### config.mk
export PLATFORM = sky130hd
export DESIGN_NAME = instr_loader
export DESIGN_NICKNAME = d
export VERILOG_FILES = /design/src/rtl/bitty_loader_pkg.sv /design/src/rtl/loader_timeout.sv /design/src/rtl/instr_loader.sv
export SDC_FILE = /design/constraint.sdc
export NUM_CORES = 1
export LEC_CHECK = 0
export BUFFER_PORTS_ARGS = -buffer_cell sky130_fd_sc_hd__buf_2
export CAP_MARGIN = 5
export CORE_MARGIN = 1
export CORE_UTILIZATION = 56
export CTS_CLUSTER_SIZE = 20
export DETAILED_ROUTE_END_ITERATION = 10
export GPL_TIMING_DRIVEN = 0
export PLACE_DENSITY = 0.78
export SYNTH_ARGS = -nofsm -noshare
export SYNTH_HDL_FRONTEND = slang
export SYNTH_SLANG_ARGS = --single-unit
### constraint.sdc
create_clock -name clk -period 2.1 [get_ports clk]
set_clock_uncertainty 0.05 [all_clocks]
set_input_delay 0.42 -clock clk [delete_from_list [all_inputs] [get_ports clk]]
set_output_delay 0.42 -clock clk [all_outputs]
set_load 0.05 [all_outputs]
### src/rtl/bitty_loader_pkg.sv
// Shared definitions for the Bitty instruction loader: state encoding and count-byte decoding.
package bitty_loader_pkg;

   localparam logic [2:0] IDLE  = 3'd0;
   localparam logic [2:0] LEN   = 3'd1;
   localparam logic [2:0] HI    = 3'd2;
   localparam logic [2:0] LO    = 3'd3;
   localparam logic [2:0] WRITE = 3'd4;
   localparam logic [2:0] CHK   = 3'd5;
   localparam logic [2:0] DONE  = 3'd6;
   localparam logic [2:0] ERR   = 3'd7;

   localparam int unsigned COUNT_ZERO_MEANS_MAX = 256;

   typedef enum logic [2:0] {
      StIdle  = IDLE,
      StLen   = LEN,
      StHi    = HI,
      StLo    = LO,
      StWrite = WRITE,
      StChk   = CHK,
      StDone  = DONE,
      StErr   = ERR
   } state_e;

   // A count byte of zero stands for a full 256-word image.
   function automatic logic [8:0] word_count(input logic [7:0] count_byte);
      if (count_byte == 8'h00) begin
         return 9'(COUNT_ZERO_MEANS_MAX);
      end
      return {1'b0, count_byte};
   endfunction

endpackage

### src/rtl/loader_timeout.sv
// Idle-cycle watchdog for the loader: counts enabled cycles since the last clear and flags the
// cycle on which the count reaches TIMEOUT. TIMEOUT of 0 disables it.
module loader_timeout #(
   parameter int unsigned TIMEOUT = 65535
) (
   input  logic clk,
   input  logic reset,
   input  logic i_clr,
   input  logic i_en,
   output logic o_hit
);

   localparam int unsigned CntW = (TIMEOUT < 2) ? 1 : $clog2(TIMEOUT + 1);

   generate
      if (TIMEOUT == 0) begin : g_off
         logic w_unused;
         assign w_unused = ^{clk, reset, i_clr, i_en};
         assign o_hit    = 1'b0;
      end else begin : g_on
         logic [CntW-1:0] r_count;

         always_ff @(posedge clk) begin
            if (reset) begin
               r_count <= '0;
            end else if (i_clr) begin
               r_count <= '0;
            end else if (i_en) begin
               r_count <= r_count + 1'b1;
            end
         end

         // Fires on the increment that lands on TIMEOUT so the abort is taken on that same edge.
         assign o_hit = i_en & ~i_clr & (r_count == CntW'(TIMEOUT - 1));
      end
   endgenerate

endmodule

### src/rtl/instr_loader.sv
// Bitty program loader: takes a count byte plus big-endian word bytes, writes instruction memory
// from address 0 and holds the core until done. Define INSTR_LOADER_CHECKSUM_EN for XOR check byte.
module instr_loader
   import bitty_loader_pkg::*;
#(
   parameter int unsigned TIMEOUT = 65535,
   parameter int unsigned ADDR_W  = 8
) (
   input  logic              clk,
   input  logic              reset,
   input  logic              start,
   input  logic [7:0]        rx_data,
   input  logic              rx_valid,
   output logic              rx_ready,
   output logic              mem_we,
   output logic [ADDR_W-1:0] mem_addr,
   output logic [15:0]       mem_wdata,
   output logic              cpu_hold,
   output logic              done,
   output logic              error
);

   state_e            r_state;
   state_e            w_state_d;
   logic              r_rx_ready;
   logic [ADDR_W-1:0] r_mem_addr;
   logic [15:0]       r_mem_wdata;
   logic [7:0]        r_hi;
   logic [8:0]        r_remaining;

   logic w_xfer;
   logic w_start_ok;
   logic w_tmo_en;
   logic w_tmo_hit;
   logic w_last_word;

   assign w_xfer      = rx_valid & r_rx_ready;
   assign w_start_ok  = start & (r_state inside {StIdle, StDone, StErr});
   assign w_tmo_en    = r_state inside {StLen, StHi, StLo, StChk};
   assign w_last_word = (r_remaining == 9'd1);

`ifdef INSTR_LOADER_CHECKSUM_EN
   logic [7:0] r_xor;

   always_ff @(posedge clk) begin
      if (reset) begin
         r_xor <= 8'h00;
      end else if (w_start_ok) begin
         r_xor <= 8'h00;
      end else if (w_xfer && r_state != StChk) begin
         r_xor <= r_xor ^ rx_data;
      end
   end
`endif

   loader_timeout #(
      .TIMEOUT(TIMEOUT)
   ) u_timeout (
      .clk  (clk),
      .reset(reset),
      .i_clr(w_xfer | w_start_ok),
      .i_en (w_tmo_en),
      .o_hit(w_tmo_hit)
   );

   always_comb begin
      w_state_d = r_state;
      unique case (r_state)
         StIdle: begin
            if (start) w_state_d = StLen;
         end
         StLen: begin
            if (w_tmo_hit)   w_state_d = StErr;
            else if (w_xfer) w_state_d = StHi;
         end
         StHi: begin
            if (w_tmo_hit)   w_state_d = StErr;
            else if (w_xfer) w_state_d = StLo;
         end
         StLo: begin
            if (w_tmo_hit)   w_state_d = StErr;
            else if (w_xfer) w_state_d = StWrite;
         end
         StWrite: begin
            if (w_last_word) begin
`ifdef INSTR_LOADER_CHECKSUM_EN
               w_state_d = StChk;
`else
               w_state_d = StDone;
`endif
            end else begin
               w_state_d = StHi;
            end
         end
         StChk: begin
`ifdef INSTR_LOADER_CHECKSUM_EN
            if (w_tmo_hit)   w_state_d = StErr;
            else if (w_xfer) w_state_d = (rx_data == r_xor) ? StDone : StErr;
`else
            w_state_d = StIdle;
`endif
         end
         StDone, StErr: begin
            if (start) w_state_d = StLen;
         end
         default: w_state_d = StIdle;
      endcase
   end

   always_ff @(posedge clk) begin
      if (reset) begin
         r_state     <= StIdle;
         r_rx_ready  <= 1'b0;
         r_mem_addr  <= '0;
         r_mem_wdata <= 16'h0000;
         r_hi        <= 8'h00;
         r_remaining <= 9'd0;
      end else begin
         r_state    <= w_state_d;
         // Registered from the next state so ready drops on the same edge as an abort.
         r_rx_ready <= w_state_d inside {StLen, StHi, StLo, StChk};
         if (w_start_ok) begin
            r_mem_addr <= '0;
         end
         if (r_state == StLen && w_xfer) begin
            r_remaining <= word_count(rx_data);
         end
         if (r_state == StHi && w_xfer) begin
            r_hi <= rx_data;
         end
         if (r_state == StLo && w_xfer) begin
            r_mem_wdata <= {r_hi, rx_data};
         end
         if (r_state == StWrite) begin
            r_mem_addr  <= r_mem_addr + 1'b1;
            r_remaining <= r_remaining - 1'b1;
         end
      end
   end

   assign rx_ready  = r_rx_ready;
   assign mem_we    = (r_state == StWrite);
   assign mem_addr  = r_mem_addr;
   assign mem_wdata = r_mem_wdata;
   assign done      = (r_state == StDone);
   assign error     = (r_state == StErr);
   assign cpu_hold  = (r_state != StDone);

endmodule
**After elaboration in Yosys (flattened, before gate mapping)**

Index checks and enable logic that the tools add are counted.

- Word-level logic and storage cells: 60
- Register bits: 61
- Input bits: 12
- Output and inout port bits: 29

- Bitwise logic cells: 6
- Multiplexer cells: 18
- Equality and inequality tests: 14
- Reductions and logical operators: 12
- $add $sub $neg: 3

Operators by type and width:

| operator | count |
|---|---|
| 9-bit 2-to-1 mux | 4 |
| 3-bit 2-to-1 mux | 8 |
| 3-bit one-hot mux with 6 select lines | 1 |
| 16-bit by 1-bit adder with 16-bit output, second input constant | 1 |
| 16-bit == test, second input constant | 1 |
| 8-bit 2-to-1 mux | 2 |
| 3-bit == test, second input constant | 5 |
| 3-bit by 2-bit == test with 1-bit output, second input constant | 4 |
| 9-bit by 1-bit == test with 1-bit output, second input constant | 1 |
| 9-bit by 1-bit subtractor with 9-bit output, second input constant | 1 |
| 8-bit by 1-bit adder with 8-bit output, second input constant | 1 |
| 8-bit logical NOT | 1 |
| 4-bit nonzero test | 2 |
| 3-bit by 1-bit == test with 1-bit output, second input constant | 2 |
| 1-bit bitwise AND | 4 |
| 2-bit nonzero test | 2 |
| 1-bit logical AND | 3 |
| 3-bit logical NOT | 1 |
| 1-bit 2-to-1 mux | 3 |
| 3-bit inequality test, second input constant | 1 |
| 3-bit nonzero test | 1 |
| 3-bit OR reduction | 1 |
| 2-bit OR reduction | 1 |
| 1-bit inverter | 1 |
| 1-bit OR | 1 |

**Logic depth before layout (Yosys ltp)**

Gate-level depths: netlist of run 1.

- Depth in word-level cells: 11
- Gate-level depth with buffers: 8
- Depth with buffers taken out: 7

**Cells and area by module**

Synthesis of run 1 repeated with hierarchy kept, for this count alone.

- Cell total of the unflattened synthesis: 350
- Area, all modules: 2905.3 um^2

By module, submodules not included:

| module | area each (um^2) | sequential area each (um^2) | instances | cells each |
|---|---|---|---|---|
| instr_loader | 2102.0 | 900.9 | 1 | 260 |
| loader_timeout | 803.3 | 320.3 | 1 | 90 |

**Worst setup path before layout of run 1**

OpenSTA, ideal clock, no wires.

- Path kind: register to output
- Start point: reg r_state[0]
- End point: out done
- Buffers on the path: 1
- Required time: 1.630 ns
- Data arrival time: 1.425 ns
- Cell stages (with the launch flop): 5
- Slack: 0.205 ns
- Cell sequence: dfxtp_1 buf_2 nand2b_1 or2_2 inv_1

- Word-level cells in the longest chain between the ends: 1

RTL lines:

| item | RTL line | RTL |
|---|---|---|
| start, declared | instr_loader.sv:23 | `state_e r_state;` |
| start signal, assigned | instr_loader.sv:112 | `r_state <= StIdle;` |
| start signal, assigned | instr_loader.sv:119 | `r_state <= w_state_d;` |
| 3-bit == test | instr_loader.sv:145 | `assign done = (r_state == StDone);` |
| end, declared | instr_loader.sv:19 | `output logic done,` |

Every way passes these cells.

**Final worst setup path of run 1**

- Start point: reg r_state[1]
- End point: out mem_we

- Word-level cells in the longest chain between the ends: 1

RTL lines:

| item | RTL line | RTL |
|---|---|---|
| 3-bit == test | instr_loader.sv:142 | `assign mem_we = (r_state == StWrite);` |
| end, declared | instr_loader.sv:15 | `output logic mem_we,` |

Every way passes these cells.

==> results of run 1 <==
[metal layers]
layer  up-vias  wire, um
met1      1217      2930
met5         -         0
met2        86      2920
met4         0       186
li1       1283         -
met3        18       313
[stage by stage]
step	util [%]	power (mW)	TNS (ns)	setup slack [ns]
2_1_floorplan	-	1.35	0	0.205
3_3_place_gp	64.8	1.41	0	0.157
3_5_place_dp	64.8	1.42	0	0.147
4_1_cts	69.9	2.61	0	0.0107
5_1_grt	70.8	2.67	-0.00250	-0.00250
6_report	70.8	2.62	0	0.0478
[registers in the layout, summed over array words and instances, names as in the netlist]
register	flops
mem_addr	8
mem_wdata	16
r_hi	8
r_remaining	9
r_state	3
rx_ready	1
u_timeout.g_on.r_count	16
[worst reg2reg max path, stage by stage, from the launching register on]
cell,delay (ns)
sky130_fd_sc_hd__dfxtp_1,0.38
sky130_fd_sc_hd__inv_1,0.06
sky130_fd_sc_hd__ha_1,0.19
sky130_fd_sc_hd__nand2_1,0.08
sky130_fd_sc_hd__nor4_1,0.06
sky130_fd_sc_hd__a2111oi_0,0.66
sky130_fd_sc_hd__nor3_1,0.14
sky130_fd_sc_hd__a2bb2oi_1,0.18
[power groups by stage]
stage | Sequential (mW) | Combinational [mW] | Clock, mW
6_report | 1.20 | 0.206 | 1.21
5_1_grt | 1.20 | 0.223 | 1.25
4_1_cts | 1.20 | 0.195 | 1.22
3_5_place_dp | 1.22 | 0.193 | 0
3_3_place_gp | 1.22 | 0.189 | 0
2_1_floorplan | 1.23 | 0.123 | 0
[timing repair]
| action | 4_1_cts | 5_1_grt |
|---|---|---|
| pin swaps | 0 | 1 |
| setup buffers | 0 | 4 |
| endpoints found under the setup margin | 3 | 13 |
| cloned | 0 | 0 |
| resized for setup | 4 | 3 |
[final timing paths]
kind,slack (ns),to,cells after the start,start
max,0.05,mem_we,5,r_state[1]
min,0.30,mem_wdata[5],3,rx_data[5]
max reg2reg,0.18,rx_ready,7,u_timeout.g_on.r_count[0]
min reg2reg,0.40,mem_wdata[10],2,mem_wdata[10]
[layout make-up]
class,instances,area [um2]
clock buffers,11,151
multi-input cells,247,1470
clock inverters,5,82.6
flip-flops and latches,61,1220
well taps,67,83.8
plain buffers,16,80.1
inverters,10,45.0
fillers,403,1390
repair buffers,43,238
[cell usage after synthesis, types with 2 or more instances]
cell type	count	area, um2
sky130_fd_sc_hd__a2111oi_2	2	30.0
sky130_fd_sc_hd__a211oi_1	3	22.5
sky130_fd_sc_hd__a21oi_1	35	175
sky130_fd_sc_hd__a2bb2oi_1	2	17.5
sky130_fd_sc_hd__a31oi_1	3	18.8
sky130_fd_sc_hd__and2_1	5	31.3
sky130_fd_sc_hd__and3_1	6	37.5
sky130_fd_sc_hd__buf_2	3	15.0
sky130_fd_sc_hd__buf_6	2	22.5
sky130_fd_sc_hd__clkbuf_1	11	41.3
sky130_fd_sc_hd__dfxtp_1	61	1220
sky130_fd_sc_hd__ha_1	5	62.6
sky130_fd_sc_hd__inv_1	9	33.8
sky130_fd_sc_hd__mux2i_1	8	80.1
sky130_fd_sc_hd__nand2_1	41	154
sky130_fd_sc_hd__nand2b_1	3	18.8
sky130_fd_sc_hd__nand3_1	15	75.1
sky130_fd_sc_hd__nand3b_1	2	15.0
sky130_fd_sc_hd__nand4_1	7	43.8
sky130_fd_sc_hd__nor2_1	43	161
sky130_fd_sc_hd__nor2b_1	3	18.8
sky130_fd_sc_hd__nor3_1	12	60.1
sky130_fd_sc_hd__nor4_1	5	31.3
sky130_fd_sc_hd__o21ai_0	4	20.0
sky130_fd_sc_hd__or2_2	3	18.8
sky130_fd_sc_hd__or3_1	4	25.0
sky130_fd_sc_hd__xnor2_1	8	70.1
sky130_fd_sc_hd__xor2_1	4	35.0
[kinds of logic after synthesis]
group	count (synthesis)	share of synthesized area, %
AO/OA/AOI/OAI	60	13.4
buffers and inverters	26	4.33
multiplexers	8	2.86
flip-flops	61	43.6
XOR/XNOR	12	3.75
adder cells (fa/ha/maj)	5	2.23
AND/OR/NAND/NOR	162	29.8
==> flow_results.xml, run 1 <==
<?xml version="1.0" encoding="UTF-8"?>
<metrics>
  <group name="critical_path">
    <metric name="arrival" unit="ns">1.58</metric>
    <metric name="timing.critical_path.slowest_stage_cell" unit="">sky130_fd_sc_hd__or3b_1</metric>
    <metric name="critical_path.max_stage_delay" unit="ns">0.38</metric>
    <metric name="worst-path-buf-inv" unit="">4</metric>
    <metric name="critPathTopFamily" unit="">buffers and inverters</metric>
    <metric name="crit_path_cell_trace" unit="">buf_2 -&gt; or3b_1 -&gt; buf_6 -&gt; inv_8 -&gt; buf_8</metric>
    <metric name="cp.required" unit="ns">1.63</metric>
    <metric name="cp-end-kind" unit="">primary output</metric>
    <metric name="critPathKind" unit="">flip-flop to primary output</metric>
    <metric name="critPathMaxFanout" unit="">10</metric>
    <metric name="worstSetupStartpointType" unit="">flip-flop</metric>
  </group>
  <group name="power">
    <metric name="p_switching" unit="uW">634</metric>
    <metric name="cell_internal_pwr" unit="mW">1.98</metric>
    <metric name="vdd_drop_max" unit="mV">0.601</metric>
    <metric name="clock_share_of_power" unit="%">46.4</metric>
    <metric name="static-leakage-power" unit="nW">1.31</metric>
    <metric name="power.combinational.fraction" unit="%">7.9</metric>
    <metric name="pwr-share-seq" unit="%">45.7</metric>
    <metric name="power_switching_share" unit="%">24.2</metric>
    <metric name="pwr_density_cell" unit="nW/um2">777</metric>
  </group>
  <group name="synth">
    <metric name="synthesis.area_per_instance" unit="um2">8.39</metric>
    <metric name="yosysUniqueCellTypes" unit="">53</metric>
    <metric name="synth-async-reset-ratio" unit="%">0</metric>
    <metric name="synthCells" unit="">334</metric>
    <metric name="yosysSeqAreaShare" unit="%">43.6</metric>
    <metric name="synth_seq_cells" unit="">61</metric>
    <metric name="synth-main-ff-cell" unit="">sky130_fd_sc_hd__dfxtp_1</metric>
    <metric name="netlist_area" unit="um2">2800</metric>
    <metric name="synth-edff-count" unit="">0</metric>
    <metric name="syn_nets" unit="">351</metric>
    <metric name="ys_warn_count" unit="">0</metric>
  </group>
  <group name="die">
    <metric name="core.rowCount" unit="">25</metric>
    <metric name="die_height" unit="um">72.7</metric>
    <metric name="die_area" unit="um2">5290</metric>
    <metric name="fp.coreArea" unit="um2">4750</metric>
    <metric name="io_pins" unit="">41</metric>
    <metric name="die-width" unit="um">72.7</metric>
    <metric name="start_util" unit="%">58.9</metric>
  </group>
  <group name="sta">
    <metric name="period_minus_slack" unit="ns">2.05</metric>
    <metric name="timing.max_slew.rel_slack" unit="%">50.5</metric>
    <metric name="finalHoldViolations" unit="">0</metric>
    <metric name="timing.final.crit_share" unit="%">97.7</metric>
    <metric name="worst_pin_slew" unit="ns">0.724</metric>
    <metric name="final-max-slew-violation-count" unit="">0</metric>
    <metric name="max_freq" unit="MHz">487</metric>
    <metric name="setup_viol" unit="">0</metric>
    <metric name="fin_hold_ws" unit="ns">0.302</metric>
  </group>
  <group name="clock_network">
    <metric name="clkSlewWorstSetupHoldPaths" unit="ns">0.07</metric>
    <metric name="hold_buffer_count_at_cts" unit="">0</metric>
    <metric name="numCtsBuffers" unit="">9</metric>
    <metric name="tritoncts_num_sinks" unit="">61</metric>
    <metric name="cts_tree" unit="">built</metric>
    <metric name="cts_h_tree_lvls" unit="">3</metric>
    <metric name="cts-root-to-sink-buffers" unit="">2</metric>
    <metric name="cts_root_buffer_type" unit="">sky130_fd_sc_hd__clkbuf_8</metric>
    <metric name="insertion_delay" unit="ns">0.35</metric>
  </group>
  <group name="routing">
    <metric name="route.detailed.drc" unit="">0</metric>
    <metric name="via_density_per_instance" unit="">5.66</metric>
    <metric name="dr.pass1.iters" unit="">4</metric>
    <metric name="wl_per_cell" unit="um">13.8</metric>
    <metric name="number_of_design_rule_violations_left_by_the_first_detailed_router_iteration" unit="">228</metric>
    <metric name="finalWirelength" unit="um">6350</metric>
    <metric name="ant_nets" unit="">0</metric>
    <metric name="vias" unit="">2604</metric>
  </group>
  <group name="global_route">
    <metric name="first_global_vias" unit="">2284</metric>
    <metric name="grt_pass1_wl" unit="um">10300</metric>
    <metric name="antenna_found_initial" unit="">0</metric>
    <metric name="grt_most_used_layer" unit="">met2</metric>
    <metric name="grt.total_usage" unit="%">25.4</metric>
    <metric name="grt-ovfl-total" unit="">0</metric>
    <metric name="use_met3" unit="%">4.97</metric>
    <metric name="grtUsageMet2" unit="%">40.5</metric>
    <metric name="grtUsageMet1" unit="%">32.2</metric>
    <metric name="grt_max_degree" unit="">12</metric>
  </group>
  <group name="cells_and_area">
    <metric name="final_layout_net_count" unit="">405</metric>
    <metric name="final_cell_mix" unit="">sky130_fd_sc_hd__dfxtp_1, sky130_fd_sc_hd__nor2_1, sky130_fd_sc_hd__nand2_1</metric>
    <metric name="stdcell_count" unit="">460</metric>
    <metric name="antennaDiodeCount" unit="">0</metric>
    <metric name="layout-drive-gt1-share" unit="%">20.1</metric>
    <metric name="postLayoutCellArea" unit="um2">3370</metric>
    <metric name="layout_commonest_cell" unit="">sky130_fd_sc_hd__dfxtp_1</metric>
    <metric name="area_growth" unit="%">20.2</metric>
  </group>
  <group name="placement">
    <metric name="buffer_ports.inserted" unit="">39</metric>
    <metric name="placer_s_final_routability_congestion_estimate" unit="">0.883</metric>
    <metric name="place_area" unit="um2">3080</metric>
    <metric name="detailed_place_hpwl" unit="um">4490</metric>
    <metric name="placedCellCount" unit="">440</metric>
  </group>
  <group name="flow_run">
    <metric name="timing.max_cap.violations" unit="">0</metric>
  </group>
  <group name="run_status">
    <metric name="result_of_the_run" unit="">complete, no violations</metric>
  </group>
  <group name="hold_path">
    <metric name="worst_hold_path_type" unit="">input pin to flip-flop</metric>
  </group>
</metrics>
Note: power is estimated with default switching activity, not from simulation.
==> run 2: changes to the inputs <==
--- a/config.mk
+++ b/config.mk
@@ -8,11 +8,13 @@
 export BUFFER_PORTS_ARGS = -buffer_cell sky130_fd_sc_hd__buf_2
 export CAP_MARGIN = 5
 export CORE_MARGIN = 1
-export CORE_UTILIZATION = 56
+export CORE_UTILIZATION = 59
+export CTS_BUF_LIST = sky130_fd_sc_hd__clkbuf_8
 export CTS_CLUSTER_SIZE = 20
 export DETAILED_ROUTE_END_ITERATION = 10
 export GPL_TIMING_DRIVEN = 0
-export PLACE_DENSITY = 0.78
+export PLACE_DENSITY = 0.82
 export SYNTH_ARGS = -nofsm -noshare
 export SYNTH_HDL_FRONTEND = slang
+export SYNTH_HIERARCHICAL = 1
 export SYNTH_SLANG_ARGS = --single-unit
==> flow_results.xml, run 2 <==
<?xml version="1.0" encoding="UTF-8"?>
<metrics>
  <group name="run_status">
    <metric name="result_of_the_run" unit="">complete, but fails checks</metric>
    <metric name="failed_checks" unit="">setup timing</metric>
  </group>
  <group name="global_route">
    <metric name="grt_max_degree" unit="">17</metric>
    <metric name="grt_pass1_wl" unit="um">11300</metric>
    <metric name="first_global_vias" unit="">2448</metric>
    <metric name="grt-ovfl-total" unit="">0</metric>
    <metric name="grt.total_usage" unit="%">27.8</metric>
    <metric name="antenna_found_initial" unit="">0</metric>
  </group>
  <group name="synth">
    <metric name="yosysSeqAreaShare" unit="%">42.0</metric>
    <metric name="netlist_top_cells_count" unit="">sky130_fd_sc_hd__dfxtp_1, sky130_fd_sc_hd__nand2_1, sky130_fd_sc_hd__nor2_1</metric>
    <metric name="synth-async-reset-ratio" unit="%">0</metric>
    <metric name="synthTopCellsByArea" unit="">sky130_fd_sc_hd__dfxtp_1, sky130_fd_sc_hd__a21oi_1, sky130_fd_sc_hd__nand2_1</metric>
    <metric name="synth_top_family_by_area" unit="">simple AND/OR/NAND/NOR gates</metric>
    <metric name="synth_adder_area_share" unit="%">2.15</metric>
    <metric name="netlist_area" unit="um2">2910</metric>
    <metric name="synthesis.area_per_instance" unit="um2">8.30</metric>
    <metric name="synth-main-ff-cell" unit="">sky130_fd_sc_hd__dfxtp_1</metric>
    <metric name="synthMostInstantiatedCell" unit="">sky130_fd_sc_hd__dfxtp_1</metric>
    <metric name="synthCells" unit="">350</metric>
    <metric name="yosysUniqueCellTypes" unit="">59</metric>
    <metric name="synth-compound-area-share" unit="%">16.1</metric>
    <metric name="synth-edff-count" unit="">0</metric>
    <metric name="synth_simple_gate_area_share" unit="%">28.0</metric>
    <metric name="mux_contribution_to_synthesized_area" unit="%">3.66</metric>
    <metric name="synth_largest_area_cell" unit="">sky130_fd_sc_hd__dfxtp_1</metric>
    <metric name="ys_warn_count" unit="">6</metric>
    <metric name="syn_nets" unit="">367</metric>
    <metric name="yosys.area_share.xor_xnor" unit="%">3.62</metric>
    <metric name="synth_seq_cells" unit="">61</metric>
    <metric name="netlist.area_leader.share" unit="%">42.0</metric>
  </group>
  <group name="critical_path">
    <metric name="critPathMaxFanout" unit="">10</metric>
    <metric name="cp.required" unit="ns">2.28</metric>
    <metric name="path_depth_of_the_worst_reg2reg_path" unit="">10</metric>
    <metric name="cp-end-kind" unit="">flip-flop</metric>
    <metric name="arrival" unit="ns">2.32</metric>
    <metric name="worst_setup_path_endpoint" unit="">rx_ready</metric>
    <metric name="worstSetupStartpointType" unit="">flip-flop</metric>
    <metric name="timing.rr.end" unit="">rx_ready</metric>
    <metric name="worst-path-buf-inv" unit="">2</metric>
    <metric name="critPathTopFamily" unit="">compound AO/OA/AOI/OAI gates</metric>
    <metric name="critical_path.max_stage_delay" unit="ns">0.38</metric>
    <metric name="crit_path_start" unit="">r_state[1]</metric>
    <metric name="timing.critical_path.slowest_stage_cell" unit="">sky130_fd_sc_hd__dfxtp_4</metric>
    <metric name="timing.rr.start" unit="">r_state[1]</metric>
    <metric name="critical_path.most_common_cell" unit="">sky130_fd_sc_hd__buf_4</metric>
    <metric name="worst-path-stages" unit="">10</metric>
    <metric name="crit_path_cell_trace" unit="">buf_4 -&gt; o21ai_1 -&gt; buf_4 -&gt; nand4b_1 -&gt; nor2_1 -&gt; and3_4 -&gt; a21o_1 -&gt; a21oi_2 -&gt; o31ai_4 -&gt; mux2_4</metric>
    <metric name="critPathKind" unit="">flip-flop to flip-flop</metric>
    <metric name="reg2reg_setup_slack" unit="ns">-0.04</metric>
  </group>
  <group name="sta">
    <metric name="max_freq" unit="MHz">467</metric>
    <metric name="timing.max_slew.rel_slack" unit="%">54.5</metric>
    <metric name="worst_pin_slew" unit="ns">0.678</metric>
    <metric name="period_minus_slack" unit="ns">2.14</metric>
    <metric name="rsz0062_at_grt" unit="">true</metric>
    <metric name="final-max-slew-violation-count" unit="">0</metric>
    <metric name="finalHoldViolations" unit="">0</metric>
    <metric name="fin_hold_ws" unit="ns">0.304</metric>
    <metric name="timing.final.crit_share" unit="%">102</metric>
    <metric name="setup_viol" unit="">1</metric>
    <metric name="fin_tns_setup" unit="ns">-0.0392</metric>
    <metric name="finalWorstSetupSlack" unit="ns">-0.0392</metric>
  </group>
  <group name="clock_network">
    <metric name="tritoncts_num_sinks" unit="">61</metric>
    <metric name="cts_h_tree_lvls" unit="">3</metric>
    <metric name="cts_root_buffer_type" unit="">sky130_fd_sc_hd__clkbuf_8</metric>
    <metric name="cts-root-to-sink-buffers" unit="">2</metric>
    <metric name="numCtsBuffers" unit="">9</metric>
    <metric name="insertion_delay" unit="ns">0.34</metric>
    <metric name="cts_tree" unit="">built</metric>
    <metric name="clkSlewWorstSetupHoldPaths" unit="ns">0.07</metric>
  </group>
  <group name="die">
    <metric name="fp.coreArea" unit="um2">4720</metric>
    <metric name="io_pins" unit="">41</metric>
    <metric name="core.rowCount" unit="">25</metric>
    <metric name="die_height" unit="um">72.2</metric>
    <metric name="die-width" unit="um">72.2</metric>
    <metric name="die_area" unit="um2">5210</metric>
    <metric name="start_util" unit="%">61.5</metric>
  </group>
  <group name="power">
    <metric name="pwr_density_cell" unit="nW/um2">677</metric>
    <metric name="vdd_drop_max" unit="mV">0.447</metric>
    <metric name="static-leakage-power" unit="nW">1.30</metric>
  </group>
  <group name="placement">
    <metric name="buffer_ports.inserted" unit="">40</metric>
    <metric name="detailed_place_hpwl" unit="um">4600</metric>
    <metric name="placer_s_final_routability_congestion_estimate" unit="">0.959</metric>
    <metric name="placedCellCount" unit="">457</metric>
    <metric name="place_area" unit="um2">3240</metric>
  </group>
  <group name="routing">
    <metric name="number_of_design_rule_violations_left_by_the_first_detailed_router_iteration" unit="">215</metric>
    <metric name="via_density_per_instance" unit="">5.62</metric>
    <metric name="finalWirelength" unit="um">6860</metric>
    <metric name="vias" unit="">2690</metric>
    <metric name="ant_nets" unit="">0</metric>
    <metric name="wl_per_cell" unit="um">14.3</metric>
    <metric name="dr.pass1.iters" unit="">4</metric>
    <metric name="route.detailed.drc" unit="">0</metric>
  </group>
  <group name="cells_and_area">
    <metric name="stdcell_count" unit="">479</metric>
    <metric name="final_layout_net_count" unit="">424</metric>
    <metric name="area_growth" unit="%">20.8</metric>
    <metric name="postLayoutCellArea" unit="um2">3510</metric>
    <metric name="layout-drive-gt1-share" unit="%">23.5</metric>
    <metric name="antennaDiodeCount" unit="">0</metric>
    <metric name="fin_util" unit="%">74.3</metric>
    <metric name="final_cell_mix" unit="">sky130_fd_sc_hd__dfxtp_1, sky130_fd_sc_hd__nand2_1, sky130_fd_sc_hd__buf_2</metric>
    <metric name="layout_commonest_cell" unit="">sky130_fd_sc_hd__dfxtp_1</metric>
  </group>
  <group name="hold_path">
    <metric name="worst_hold_path_type" unit="">input pin to flip-flop</metric>
  </group>
  <group name="flow_run">
    <metric name="timing.max_cap.violations" unit="">0</metric>
  </group>
</metrics>
run 2: cell count changes in the layout (fill, tap and decap cells not counted), moves of 4 or more:
cell                      before  now
sky130_fd_sc_hd__nor2_1       43   38
sky130_fd_sc_hd__and4_1        0    4
sky130_fd_sc_hd__o21ai_0       4   11
sky130_fd_sc_hd__buf_4         5    9
sky130_fd_sc_hd__inv_1         9   13
sky130_fd_sc_hd__and2_1        5    1
run 2: worst min-delay path by stage:
stage             startpoint       endpoint  slack, ns  depth (start not counted)
3_5_place_dp   mem_wdata[10]  mem_wdata[10]       0.39                          2
5_1_grt           rx_data[2]   mem_wdata[2]       0.31                          3
4_1_cts           rx_data[5]   mem_wdata[5]       0.30                          3
3_3_place_gp    mem_wdata[8]   mem_wdata[8]       0.39                          2
2_1_floorplan        r_hi[2]  mem_wdata[10]       0.38                          2
6_report          rx_data[5]   mem_wdata[5]       0.30                          3
run 2: final cells by class:
type,count,area [um2]
Fill cell,373,1210
Inverter,13,50.0
Tap cell,67,83.8
Clock inverter,6,40.0
Buffer,17,90.1
Multi-Input combinational cell,258,1620
Timing Repair Buffer,47,259
Clock buffer,10,138
Sequential cell,61,1230
run 2: worst register-to-register path, stage by stage, from the launching register on:
cell                       delay (ns)
sky130_fd_sc_hd__dfxtp_4         0.38
sky130_fd_sc_hd__buf_4           0.18
sky130_fd_sc_hd__o21ai_1         0.14
sky130_fd_sc_hd__buf_4           0.13
sky130_fd_sc_hd__nand4b_1        0.09
sky130_fd_sc_hd__nor2_1          0.11
sky130_fd_sc_hd__and3_4          0.21
sky130_fd_sc_hd__a21o_1          0.12
sky130_fd_sc_hd__a21oi_2         0.07
sky130_fd_sc_hd__o31ai_4         0.22
sky130_fd_sc_hd__mux2_4          0.32
run 2: power by group:
part / internal (mW) / switching, mW / total [mW]
sequential: 1.17 / 0.0220 / 1.20
combinational: 0.0927 / 0.150 / 0.243
clock: 0.455 / 0.481 / 0.936
total: 1.72 / 0.653 / 2.37
run 2: logic make-up after synthesis:
group,after synthesis
flops,61
buf+inv,31
mux,10
simple gates,156
xor+xnor,12
fa+ha+maj,5
compound gates,75
run 2: what timing repair did:
action,in CTS,in global routing
endpoints found under the setup margin,4,2
gates resized for setup,8,6
pin swaps,4,4
hold buffers,0,0
setup buffers,6,1
run 2: routing by layer:
layer / part of all wire (%) / vias up / GRT usage (%) / wire, um
li1: - / 1345 / - / -
met4: 2.0 / 0 / 13.1 / 140
met5: 0 / - / 0 / 0
met3: 4.6 / 10 / 5.28 / 314
met2: 47 / 69 / 45.0 / 3220
met1: 46 / 1266 / 36.0 / 3190
run 2: metrics by stage:
step                      total power, mW  setup WS [ns]
after detailed placement             1.43         -0.314
final                                2.37        -0.0392
after floorplan                      1.37        -0.0396
after CTS                            2.37        -0.0800
after global routing                 2.47         -0.151
after global placement               1.43         -0.289
